$ cat config.mk
export PLATFORM = sky130hd
export DESIGN_NAME = xif_result_buffer
export DESIGN_NICKNAME = d
export VERILOG_FILES = /design/src/rtl/pa_rvfpm.sv /design/src/rtl/xrb_id_cam.sv /design/src/rtl/xif_result_buffer.sv
export SDC_FILE = /design/constraint.sdc
export NUM_CORES = 1
export LEC_CHECK = 0
export BUFFER_PORTS_ARGS = -buffer_cell sky130_fd_sc_hd__buf_2
export CORE_MARGIN = 2
export CORE_UTILIZATION = 59
export DETAILED_ROUTE_END_ITERATION = 7
export MAX_ROUTING_LAYER = met4
export PLACE_DENSITY_LB_ADDON = 0.2
export SETUP_SLACK_MARGIN = 0.1
export SYNTH_ARGS = -nofsm -noshare
export SYNTH_HDL_FRONTEND = slang
export SYNTH_HIERARCHICAL = 1
export SYNTH_SLANG_ARGS = --single-unit
$ cat constraint.sdc
create_clock -name ck -period 4 [get_ports ck]
set_clock_uncertainty 0.15 [all_clocks]
set_input_delay 0.6 -clock ck [delete_from_list [all_inputs] [get_ports ck]]
set_output_delay 0.6 -clock ck [all_outputs]
set_load 0.01 [all_outputs]
$ cat src/rtl/pa_rvfpm.sv
// Shared FPU-side types for the CORE-V-XIF result reorder/commit buffer.
package pa_rvfpm;

   localparam int unsigned XRB_FFLAGS_W = 5;

   typedef enum logic {
      XRB_IDLE,
      XRB_PRESENT
   } xrb_state_e;

   // Per-entry bookkeeping; id, data and fflags live in separate arrays
   // because their widths are set by the buffer's parameters.
   typedef struct packed {
      logic       valid;
      logic [4:0] rd;
      logic       we;
      logic       done;
      logic       committed;
      logic       killed;
   } xrb_entry_t;

endpackage

$ cat src/rtl/xrb_id_cam.sv
// DEPTH-way id match over the valid entries of the result buffer.
// Returns a one-hot hit vector (ids are unique among valid entries) and a hit flag.
module xrb_id_cam #(
   parameter int unsigned DEPTH      = 4,
   parameter int unsigned X_ID_WIDTH = 4
) (
   input  logic [DEPTH-1:0]                 entry_valid_i,
   input  logic [DEPTH-1:0][X_ID_WIDTH-1:0] entry_id_i,
   input  logic [X_ID_WIDTH-1:0]            lookup_id_i,
   output logic [DEPTH-1:0]                 hit_vec_o,
   output logic                             hit_o
);

   // Compare the lookup id against every valid entry.
   always_comb begin
      hit_vec_o = '0;
      for (int i = 0; i < DEPTH; i++) begin
         hit_vec_o[i] = entry_valid_i[i] && (entry_id_i[i] == lookup_id_i);
      end
   end

   assign hit_o = |hit_vec_o;

endmodule

$ cat src/rtl/xif_result_buffer.sv
// CORE-V-XIF result reorder/commit buffer: tracks accepted offloaded instructions by id,
// collects commit/kill and FPU results, and returns results in issue order after commit.
// Optional macro RVFPM_XIF_FFLAGS_EN adds per-entry fflags, result_fflags and a sticky
// fflags accumulator over retired beats.
module xif_result_buffer
   import pa_rvfpm::*;
#(
   parameter int unsigned DEPTH      = 4,
   parameter int unsigned X_ID_WIDTH = 4,
   parameter int unsigned FLEN       = 32
) (
   input  logic                    ck,
   input  logic                    rst,
   input  logic                    alloc_valid,
   output logic                    alloc_ready,
   input  logic [X_ID_WIDTH-1:0]   alloc_id,
   input  logic [4:0]              alloc_rd,
   input  logic                    alloc_we,
   input  logic                    commit_valid,
   input  logic [X_ID_WIDTH-1:0]   commit_id,
   input  logic                    commit_kill,
   input  logic                    exe_valid,
   input  logic [X_ID_WIDTH-1:0]   exe_id,
   input  logic [FLEN-1:0]         exe_data,
   output logic                    result_valid,
   input  logic                    result_ready,
   output logic [X_ID_WIDTH-1:0]   result_id,
   output logic [FLEN-1:0]         result_data,
   output logic [4:0]              result_rd,
   output logic                    result_we,
   output logic [$clog2(DEPTH):0]  count
`ifdef RVFPM_XIF_FFLAGS_EN
   ,
   input  logic [XRB_FFLAGS_W-1:0] exe_fflags,
   output logic [XRB_FFLAGS_W-1:0] result_fflags,
   output logic [XRB_FFLAGS_W-1:0] fflags_acc
`endif
);

   localparam int unsigned PTR_W = $clog2(DEPTH);
   localparam int unsigned CNT_W = PTR_W + 1;

   function automatic logic [PTR_W-1:0] ptr_inc(input logic [PTR_W-1:0] p);
      return (p == PTR_W'(DEPTH - 1)) ? '0 : p + 1'b1;
   endfunction

   xrb_entry_t                       ent_q  [DEPTH];
   xrb_entry_t                       ent_d  [DEPTH];
   logic [DEPTH-1:0][X_ID_WIDTH-1:0] id_q, id_d;
   logic [FLEN-1:0]                  data_q [DEPTH];
   logic [FLEN-1:0]                  data_d [DEPTH];
   logic [PTR_W-1:0]                 head_q, head_d;
   logic [PTR_W-1:0]                 tail_q, tail_d;
   logic [CNT_W-1:0]                 count_q, count_d;
   xrb_state_e                       state_q, state_d;

   logic [X_ID_WIDTH-1:0]            res_id_q, res_id_d;
   logic [FLEN-1:0]                  res_data_q, res_data_d;
   logic [4:0]                       res_rd_q, res_rd_d;
   logic                             res_we_q, res_we_d;

`ifdef RVFPM_XIF_FFLAGS_EN
   logic [XRB_FFLAGS_W-1:0]          ff_q [DEPTH];
   logic [XRB_FFLAGS_W-1:0]          ff_d [DEPTH];
   logic [XRB_FFLAGS_W-1:0]          res_ff_q, res_ff_d;
   logic [XRB_FFLAGS_W-1:0]          acc_q, acc_d;
`endif

   logic                             alloc_fire;
   logic                             retire;
   xrb_entry_t                       head_ent;
   logic [DEPTH-1:0]                 cam_valid;
   logic [DEPTH-1:0][X_ID_WIDTH-1:0] cam_id;
   logic [DEPTH-1:0]                 exe_hit_vec, commit_hit_vec;
   logic                             exe_hit, commit_hit;

   // Ready depends only on the registered occupancy; a retire this cycle does not help.
   assign alloc_ready = (count_q < CNT_W'(DEPTH));
   assign alloc_fire  = alloc_valid && alloc_ready;
   assign head_ent    = ent_q[head_q];

   // Lookup view includes the entry being allocated so a same-cycle commit lands on it.
   always_comb begin
      for (int i = 0; i < DEPTH; i++) begin
         cam_valid[i] = ent_q[i].valid;
      end
      cam_id = id_q;
      if (alloc_fire) begin
         cam_valid[tail_q] = 1'b1;
         cam_id[tail_q]    = alloc_id;
      end
   end

   xrb_id_cam #(
      .DEPTH      (DEPTH),
      .X_ID_WIDTH (X_ID_WIDTH)
   ) u_exe_cam (
      .entry_valid_i (cam_valid),
      .entry_id_i    (cam_id),
      .lookup_id_i   (exe_id),
      .hit_vec_o     (exe_hit_vec),
      .hit_o         (exe_hit)
   );

   xrb_id_cam #(
      .DEPTH      (DEPTH),
      .X_ID_WIDTH (X_ID_WIDTH)
   ) u_commit_cam (
      .entry_valid_i (cam_valid),
      .entry_id_i    (cam_id),
      .lookup_id_i   (commit_id),
      .hit_vec_o     (commit_hit_vec),
      .hit_o         (commit_hit)
   );

   // Retire FSM: drop killed or silent heads, else present the head beat until accepted.
   always_comb begin
      state_d    = state_q;
      retire     = 1'b0;
      res_id_d   = res_id_q;
      res_data_d = res_data_q;
      res_rd_d   = res_rd_q;
      res_we_d   = res_we_q;
`ifdef RVFPM_XIF_FFLAGS_EN
      res_ff_d   = res_ff_q;
      acc_d      = acc_q;
`endif
      case (state_q)
         XRB_IDLE: begin
            if (head_ent.valid) begin
               if (head_ent.killed) begin
                  retire = 1'b1;
               end else if (head_ent.committed && head_ent.done) begin
                  if (!head_ent.we) begin
                     retire = 1'b1;
                  end else begin
                     res_id_d   = id_q[head_q];
                     res_data_d = data_q[head_q];
                     res_rd_d   = head_ent.rd;
                     res_we_d   = head_ent.we;
`ifdef RVFPM_XIF_FFLAGS_EN
                     res_ff_d   = ff_q[head_q];
`endif
                     state_d    = XRB_PRESENT;
                  end
               end
            end
         end
         XRB_PRESENT: begin
            if (result_ready) begin
               retire  = 1'b1;
               state_d = XRB_IDLE;
`ifdef RVFPM_XIF_FFLAGS_EN
               acc_d   = acc_q | res_ff_q;
`endif
            end
         end
         default: state_d = XRB_IDLE;
      endcase
   end

   // Entry storage next state: allocate at tail, apply commit and exe, free the head.
   always_comb begin
      for (int i = 0; i < DEPTH; i++) begin
         ent_d[i]  = ent_q[i];
         data_d[i] = data_q[i];
`ifdef RVFPM_XIF_FFLAGS_EN
         ff_d[i]   = ff_q[i];
`endif
      end
      id_d    = id_q;
      head_d  = head_q;
      tail_d  = tail_q;
      count_d = count_q + CNT_W'(alloc_fire) - CNT_W'(retire);

      if (alloc_fire) begin
         ent_d[tail_q] = '{valid: 1'b1, rd: alloc_rd, we: alloc_we, done: !alloc_we,
                           committed: 1'b0, killed: 1'b0};
         id_d[tail_q]  = alloc_id;
         tail_d        = ptr_inc(tail_q);
      end

      if (commit_valid && commit_hit) begin
         for (int i = 0; i < DEPTH; i++) begin
            if (commit_hit_vec[i]) begin
               ent_d[i].committed = !commit_kill;
               ent_d[i].killed    = commit_kill;
            end
         end
      end

      if (exe_valid && exe_hit) begin
         for (int i = 0; i < DEPTH; i++) begin
            if (exe_hit_vec[i]) begin
               ent_d[i].done = 1'b1;
               data_d[i]     = exe_data;
`ifdef RVFPM_XIF_FFLAGS_EN
               ff_d[i]       = exe_fflags;
`endif
            end
         end
      end

      if (retire) begin
         ent_d[head_q].valid = 1'b0;
         head_d              = ptr_inc(head_q);
      end
   end

   // State registers with asynchronous active-low reset.
   always_ff @(posedge ck or negedge rst) begin
      if (!rst) begin
         for (int i = 0; i < DEPTH; i++) begin
            ent_q[i]  <= '0;
            data_q[i] <= '0;
`ifdef RVFPM_XIF_FFLAGS_EN
            ff_q[i]   <= '0;
`endif
         end
         id_q       <= '0;
         head_q     <= '0;
         tail_q     <= '0;
         count_q    <= '0;
         state_q    <= XRB_IDLE;
         res_id_q   <= '0;
         res_data_q <= '0;
         res_rd_q   <= '0;
         res_we_q   <= 1'b0;
`ifdef RVFPM_XIF_FFLAGS_EN
         res_ff_q   <= '0;
         acc_q      <= '0;
`endif
      end else begin
         for (int i = 0; i < DEPTH; i++) begin
            ent_q[i]  <= ent_d[i];
            data_q[i] <= data_d[i];
`ifdef RVFPM_XIF_FFLAGS_EN
            ff_q[i]   <= ff_d[i];
`endif
         end
         id_q       <= id_d;
         head_q     <= head_d;
         tail_q     <= tail_d;
         count_q    <= count_d;
         state_q    <= state_d;
         res_id_q   <= res_id_d;
         res_data_q <= res_data_d;
         res_rd_q   <= res_rd_d;
         res_we_q   <= res_we_d;
`ifdef RVFPM_XIF_FFLAGS_EN
         res_ff_q   <= res_ff_d;
         acc_q      <= acc_d;
`endif
      end
   end

   assign result_valid = (state_q == XRB_PRESENT);
   assign result_id    = res_id_q;
   assign result_data  = res_data_q;
   assign result_rd    = res_rd_q;
   assign result_we    = res_we_q;
   assign count        = count_q;
`ifdef RVFPM_XIF_FFLAGS_EN
   assign result_fflags = res_ff_q;
   assign fflags_acc    = acc_q;
`endif

endmodule
Word-level counts from Yosys, hierarchy flattened
Index checks and enable logic that the tools add are counted.
- output and inout bits: 47
- bits in read-only memories: 0
- memory bits (writable): 0
- memories: 0
- latch bits: 0
- bits of input ports: 57
- flip-flop bits (word level): 234
- $lt $le $gt $ge: 8
- shifts and indexed selects: 0
- multipliers: 0
- divide/modulo/power cells: 0
- equality and inequality tests: 10
- bitwise operators: 5
- add/subtract/negate cells: 4
- mux-type cells: 53
- reductions and logical operators: 24
- operators with widths (cell ; number):
    $bwmux 40 ; 2
    $mux 40 ; 2
    $bmux 32 s2 ; 1
    $mux 32 ; 2
    $demux 10 s2 ; 2
    $mux 10 ; 4
    $eq 4x4->1 ; 8
    $bmux 10 s2 ; 1
    $mux 2 ; 10
    $mux 1 ; 19
    $bwmux 16 ; 1
    $mux 16 ; 1
    $logic_and 1x1->1 ; 15
    $mux 4 ; 3
    $bmux 4 s2 ; 1
    $demux 4 s2 ; 1
    $reduce_and 2->1 ; 4
    $reduce_or 4->1 ; 2
    $ge 3x3->1 const B ; 2
    $lt 2x3->1 const B ; 2
    $lt 3x1->1 const B ; 2
    $not 2->3 ; 2
    $reduce_and 5->1 ; 1
    $add 2x1->2 const B ; 2
    other kinds (10) ; 14

Longest topological paths before layout
Gate-level depths: netlist (run 1).
- depth after elaboration: 13
- mapped depth: 14
- depth with buffers taken out: 13

Modules after synthesis
Netlist (run 1), hierarchy kept.
- modules (own cells, without submodules) (module ; cells each ; area an instance (µm²) ; instances ; seq. area each (µm²)):
    xif_result_buffer ; 700 ; 10198.5 ; 1 ; 5855.6
    xrb_id_cam ; 28 ; 207.7 ; 2 ; 0.0

Worst setup path after synthesis (run 1)
No wires, ideal clock.
- kind: input-to-reg
- start: input port alloc_valid
- end: register data_q[100] in the netlist's numbering
- library setup time: 0.125 ns
- arrival time: 3.369 ns
- cell stages on the path: 12
- slack: 0.357 ns
- path buffers: 3
- cell sequence: nor2b_1 > clkbuf_1 > and2_1 > clkbuf_1 > nand2_1 > nand2_1 > a222oi_1 > nor3b_1 > or4_1 > nand3_1 > clkbuf_1 > mux2_2
- RTL lines (what ; RTL line ; RTL):
    start, declared ; xif_result_buffer.sv:14 ; input logic alloc_valid,
    end signal, assigned by index ; xif_result_buffer.sv:236 ; data_q[i] <= data_d[i];
    end, declared ; xif_result_buffer.sv:50 ; logic [FLEN-1:0] data_q [DEPTH];

==> reports/qor.csv, run 1 <==
stage,metric,value,unit
worst_setup_path,crit_required,4250,ps
die,die_w,138,microns
grt,grt_antenna_before_repair,3,
worst_hold_path,hold_path.class,in -> async,
clock_tree,cts_tree,yes,
sta,worst_pin_slew,891,ps
clock_tree,clk_latency,520,ps
synth,syn_area,0.0106,sq mm
synth,synth_cell_types,37,
sta,fmax,0.288,GHz
clock_tree,cts_made_buffers,24,
power,p_per_area,708,mW/mm^2
power,leakagePower,6.22,nW
grt,grt.total_usage,25.8,%
sta,slew-limit-headroom,40.6,%
synth,ys_warn_count,6,
synth,synth_seq_area_share,55.2,%
grt,grt_pass1_vias,7114,
drt,wl_per_cell,20.6,microns
worst_setup_path,start_kind,flop,
worst_setup_path,crit_top_cell,nand2_1,
flow_run,cap_violations,0,
die,rows,49,
finish,num-fill-cells,1273,
sta,report.final.setup_viol,0,
finish,layout-drive-gt1-share,43.7,%
die,initial_core_util,59.7,%
power,peakVddDrop,598,uV
clock_tree,clock_sinks,234,
finish,fin_cells,1117,
drt,drtIter0Drc,326,
finish,multiInputGateArea,0.00451,sq mm
die,core,0.0178,sq mm
worst_setup_path,max_stage_delay,650,ps
synth,syn_nets,824,
grt,grt_overflow,0,
sta,finalCriticalPeriod,3470,ps
worst_setup_path,path_cells,nor2b_1 > buf_4 > and2_1 > nand2_1 > nand2_1 > a222oi_1 > nor3b_1 > or4_1 > nand3_2 > buf_12 > mux2_2,
drt,drc,0,
sta,finalCritPeriodShare,86.8,%
sta,tns,0,ps
die,io_pins,104,
drt,first_pass_iters,5,
clock_tree,clockBufferDepth,3,
grt,grt_max_degree,119,
worst_setup_path,critical_path.slowest_cell,or4_1,
worst_setup_path,cp-end-kind,flop,
clock_tree,clk_pin_slew_worst_paths,60,ps
drt,vias,6447,
placed_design,place.gp.congestion,0.883,
finish,area_delta_synth_final,15.8,%
worst_setup_path,critical_path_class,reg -> reg,
drt,ant_nets,0,
synth,synth_seq_cells,234,
synth,synthCells,756,
sta,rsz0062_at_grt,false,
sta,hold_violations,0,
synth,synth_area_per_cell,14.0,sq um
placed_design,dp_hpwl,15.2,mm
grt,grt_pass1_wl,38.2,mm
run_status,outcome,"finished, final reports clean",
finish,fin_nets,936,
clock_tree,post_cts_buffers,0,
worst_setup_path,crit_arrival,3720,ps
sta,slew_violations,0,
finish,seq_area,0.00586,sq mm
die,die_y,138,microns
die,dieArea,0.0191,sq mm
worst_setup_path,critical_path.max_fanout,33,
placed_design,portBuffers,103,
clock_tree,cts_max_level,1,
drt,vias_per_cell,5.77,
drt,wirelength,23.0,mm
clock_tree,cts_hold_buf,0,
clock_tree,ctsResizeCount,0,
placed_design,dp.cells,1071,
clock_tree,cts-root-buf,clkbuf_16,
-- critical path: cells and delay by family (launching register included) --
kind,cells,cell delay (ps)
buffers and inverters,2,410
AOI/OAI and AO/OA,1,110
muxes,1,370
and+or+nand+nor,7,1870
DFF,1,420
-- final cells by class --
class | instances | share of cell area, %
sequential | 234 | 47.7
multi-input combinational | 468 | 36.7
timing repair buffer | 122 | 6.05
clock buffer | 35 | 5.79
tap | 229 | 2.33
clock inverter | 8 | 0.845
inverter | 18 | 0.550
antenna | 3 | 0.0611
-- final timing paths --
path                                            endpoint  cells after the start             startpoint  slack, ps
worst max-delay path              data_q[97]$_DFFE_PN0P_                     11     count[2]$_DFF_PN0_        530
worst min-delay path            result_rd[0]$_DFFE_PN0P_                      1                    rst         20
worst max register to register    data_q[97]$_DFFE_PN0P_                     11     count[2]$_DFF_PN0_        530
worst min register to register     result_we$_DFFE_PN0P_                      1  result_we$_DFFE_PN0P_        310
max in group asynchronous         data_q[60]$_DFFE_PN0P_                      2                    rst       2720
min in group ck                                     flop                      3            alloc_rd[0]        180
-- Yosys cell counts, drive strengths merged --
cell type | number | area share, %
dfrtp | 234 | 55
mux2 | 171 | 19
nand2 | 143 | 5.1
mux4 | 45 | 9.7
clkbuf | 28 | 0.99
xor2 | 20 | 1.7
inv | 18 | 0.64
o21ai | 14 | 0.66
and2 | 12 | 0.71
ha | 10 | 1.2
buf | 8 | 0.98
nand2b | 8 | 0.47
nand3 | 8 | 0.38
xnor2 | 8 | 0.66
nor4 | 6 | 0.35
a21boi | 4 | 0.28
a222oi | 2 | 0.19
nor2 | 2 | 0.071
nor3b | 2 | 0.14
o2111ai | 2 | 0.28
or2 | 2 | 0.12
or4 | 2 | 0.14
a211oi | 1 | 0.19
a21o | 1 | 0.071
a21oi | 1 | 0.047
and4b | 1 | 0.094
fa | 1 | 0.19
nor2b | 1 | 0.059
or3 | 1 | 0.059
-- metrics by stage --
step	setup WS (ps)	cell area, sq um	util [%]	total power, W	hold slack [ps]
4_1_cts	551	12300	69.1	0.00876	68.3
3_3_place_gp	387	11500	64.5	0.00627	299
5_1_grt	363	12300	69.1	0.00922	104
2_1_floorplan	357	10600	-	0.00563	154
6_report	529	12300	69.1	0.00870	21.1
3_5_place_dp	302	11500	64.5	0.00646	300
-- layer usage --
layer | track usage [%] | part of all wire [%]
met5 | - | 0
met2 | 43.3 | 52
met3 | 3.53 | 4.7
met4 | 7.73 | 2.5
met1 | 33.4 | 41
-- placed cells by master, fill, tap and decap left out, types with 3 or more instances in the layout --
master     count
nand2_1      143
mux4_2        41
o21ai_0       14
clkinv_2       4
a21boi_0       4
nand3_2        4
buf_4         13
inv_1         15
inv_2          3
xnor2_1        8
nand3_1        4
dfrtp_1      232
clkbuf_16     24
buf_12         6
clkbuf_1       4
nand2b_1       8
clkbuf_8       7
nor4_1         6
diode_2        3
and2_1        12
ha_1          10
buf_2        102
mux2_4        38
xor2_1        20
mux2_2       133
mux4_1         4
-- cells by family after synthesis --
kind of cell	share of synthesized area, %
buffers and inverters	2.61
multiplexers	29.2
XOR/XNOR	2.31
adder cells (fa/ha/maj)	1.37
flip-flops	55.2
AO/OA/AOI/OAI	1.72
AND/OR/NAND/NOR	7.65
-- where the power goes --
part | internal [W] | switching, W | total, W
Combinational | 0.00146 | 0.00125 | 0.00270
Clock | 0.00136 | 0.000917 | 0.00228
Sequential | 0.00322 | 0.000503 | 0.00372
Total | 0.00604 | 0.00267 | 0.00870
No activity file was read; power rests on OpenSTA's default activity.
==> inputs of run 2 (changes only) <==
--- a/config.mk
+++ b/config.mk
@@ -6,6 +6,7 @@
 export NUM_CORES = 1
 export LEC_CHECK = 0
 export BUFFER_PORTS_ARGS = -buffer_cell sky130_fd_sc_hd__buf_2
+export CORE_ASPECT_RATIO = 1.1
 export CORE_MARGIN = 2
 export CORE_UTILIZATION = 59
 export DETAILED_ROUTE_END_ITERATION = 7
==> reports/qor.csv, run 2 (same netlist as run 1, synthesis figures left out) <==
stage,metric,value,unit,change
run_status,outcome,"finished, violations left",,
run_status,violations,hold timing,,
worst_setup_path,critical_path.max_fanout,33,,unchanged
worst_setup_path,crit_required,4230,ps,-20 ps
worst_setup_path,rr_worst_depth,12,,+1
worst_setup_path,r2r_start,count[2]$_DFF_PN0_,,
die,die_y,145,microns,+4.7%
sta,slew-limit-headroom,45.3,%,+4.8 points
worst_setup_path,reg2reg_slack,520,ps,about the same
worst_setup_path,crit_arrival,3710,ps,about the same
finish,seq_area,0.00586,sq mm,unchanged
sta,finalCriticalPeriod,3480,ps,+7.31 ps
placed_design,dp.cells,1079,,+0.75%
die,initial_core_util,60.0,%,+0.35 points
worst_setup_path,crit_end,data_q[83]$_DFFE_PN0P_,,
die,rows,51,,+4.1%
finish,area_delta_synth_final,15.5,%,
grt,grt.total_usage,25.2,%,-0.65 points
finish,final_cell_mix,"dfrtp_1, nand2_1, mux2_2",,
die,core,0.0177,sq mm,-0.58%
grt,grt_overflow,0,,unchanged
clock_tree,clockBufferDepth,3,,unchanged
die,die_w,132,microns,-4.5%
worst_setup_path,path_buf_inv,2,,unchanged
power,peakVddDrop,482,uV,-19%
clock_tree,post_cts_buffers,0,,unchanged
sta,tns,0,ps,unchanged
finish,fin_cells,1125,,+0.72%
finish,multiInputGateArea,0.00451,sq mm,unchanged
drt,first_pass_iters,5,,unchanged
worst_setup_path,critical_path_class,reg -> reg,,
drt,drtIter0Drc,378,,+16%
power,p_per_area,704,mW/mm^2,-0.65%
placed_design,place_area,0.0115,sq mm,about the same
worst_setup_path,start_kind,flop,,
finish,final_common_cell,dfrtp_1,,
worst_setup_path,setup.worst_path.start,count[2]$_DFF_PN0_,,
power,leakagePower,6.20,nW,-0.36%
worst_setup_path,cp-end-kind,flop,,
sta,worst_pin_slew,820,ps,-71.3 ps
sta,fmax,0.287,GHz,-0.21%
grt,grt_pass1_vias,6957,,-2.2%
grt,grt_antenna_before_repair,2,,-1
worst_hold_path,hold_path.class,in -> async,,
sta,hold_ws,-28.1,ps,-49.1 ps
worst_setup_path,crit_top_cell,nand2_1,,
drt,vias,6452,,+0.078%
clock_tree,clk_pin_slew_worst_paths,60,ps,about the same
clock_tree,ctsResizeCount,0,,unchanged
die,dieArea,0.0191,sq mm,about the same
finish,layout-drive-gt1-share,43.1,%,-0.68 points
placed_design,dp_hpwl,15.1,mm,-0.35%
drt,wirelength,22.7,mm,-1.1%
finish,fin_nets,935,,-0.11%
worst_setup_path,worst-path-stages,12,,+1
drt,ant_nets,0,,unchanged
clock_tree,clk_latency,510,ps,about the same
die,io_pins,104,,unchanged
power,finalPower,0.00863,W,-0.88%
sta,report.final.setup_viol,0,,unchanged
worst_setup_path,worstReg2RegEnd,data_q[83]$_DFFE_PN0P_,,
worst_setup_path,critical_path.slowest_cell,or4_1,,
placed_design,place.gp.congestion,0.925,,+4.7%
drt,vias_per_cell,5.74,,-0.63%
placed_design,portBuffers,103,,unchanged
worst_setup_path,max_stage_delay,650,ps,about the same
drt,drc,0,,unchanged
sta,rsz0062_at_grt,false,,
clock_tree,cts-root-buf,clkbuf_16,,
clock_tree,cts_hold_buf,0,,unchanged
grt,grt_max_degree,108,,-9.2%
worst_setup_path,crit_family,simple AND/OR/NAND/NOR gates,,
clock_tree,cts_made_buffers,24,,unchanged
drt,wl_per_cell,20.2,microns,-1.8%
flow_run,cap_violations,0,,unchanged
worst_setup_path,path_cells,nor2b_1 > buf_4 > and2_1 > nand2_1 > nand2_1 > nand2b_1 > o2111ai_2 > nor3b_1 > or4_1 > nand3_2 > buf_12 > mux2_2,,
sta,slew_violations,0,,unchanged
finish,finalInstanceArea,0.0123,sq mm,-0.22%
clock_tree,cts_tree,yes,,
sta,hold_violations,23,,+23
grt,grt_pass1_wl,36.5,mm,-4.4%
sta,finalCritPeriodShare,87.0,%,+0.18 points
finish,num-fill-cells,1217,,-4.4%
clock_tree,clock_sinks,234,,unchanged
clock_tree,cts_max_level,1,,unchanged
[run 2: changes by cell type in the layout (fill, tap and decap cells not counted)]
| cell | before | now |
|---|---|---|
| buf_4 | 13 | 12 |
| clkbuf_1 | 4 | 10 |
| clkinv_2 | 4 | 3 |
| diode_2 | 3 | 2 |
| clkbuf_8 | 7 | 3 |
| clkinv_8 | 1 | 0 |
| clkbuf_16 | 24 | 25 |
[run 2: cell type report]
class                      count  area share (%)
clock inverter                 6           0.674
sequential                   234            47.8
tap                          238            2.43
clock buffer                  38            5.75
multi-input combinational    468            36.8
timing repair buffer         121            6.00
antenna                        2          0.0408
inverter                      18           0.551
[run 2: worst min path at each step]
| stage | depth (start not counted) | endpoint | from | slack (ps) |
|---|---|---|---|---|
| floorplan | 0 | asynchronous set/reset pin | rst | 150 |
| global placement | 1 | result_we$_DFFE_PN0P_ | result_we$_DFFE_PN0P_ | 300 |
| detailed placement | 1 | result_we$_DFFE_PN0P_ | result_we$_DFFE_PN0P_ | 300 |
| CTS | 1 | data_q[107]$_DFFE_PN0P_ | rst | 20 |
| global route | 1 | result_data[9]$_DFFE_PN0P_ | rst | 60 |
| finish | 1 | result_data[9]$_DFFE_PN0P_ | rst | -30 |
[run 2: stage by stage]
step	worst slack, ps	util [%]
after floorplan	357	-
final	521	69.4
after detailed placement	233	64.9
after CTS	464	69.3
after global routing	220	69.4
after global placement	299	64.9
[run 2: per-layer routing]
metal  up-vias  routed length [microns]  track usage (%)
met5         -                        0                -
met4         0                      430             7.72
met3        36                     1250             4.21
met2       192                    11800             43.1
met1      3358                     9240             31.3
li1       2866                        -                -
[run 2: report_power, final]
group	internal (W)	switching, W
combinational	0.00145	0.00122
sequential	0.00322	0.000525
clock	0.00133	0.000876
total	0.00600	0.00263
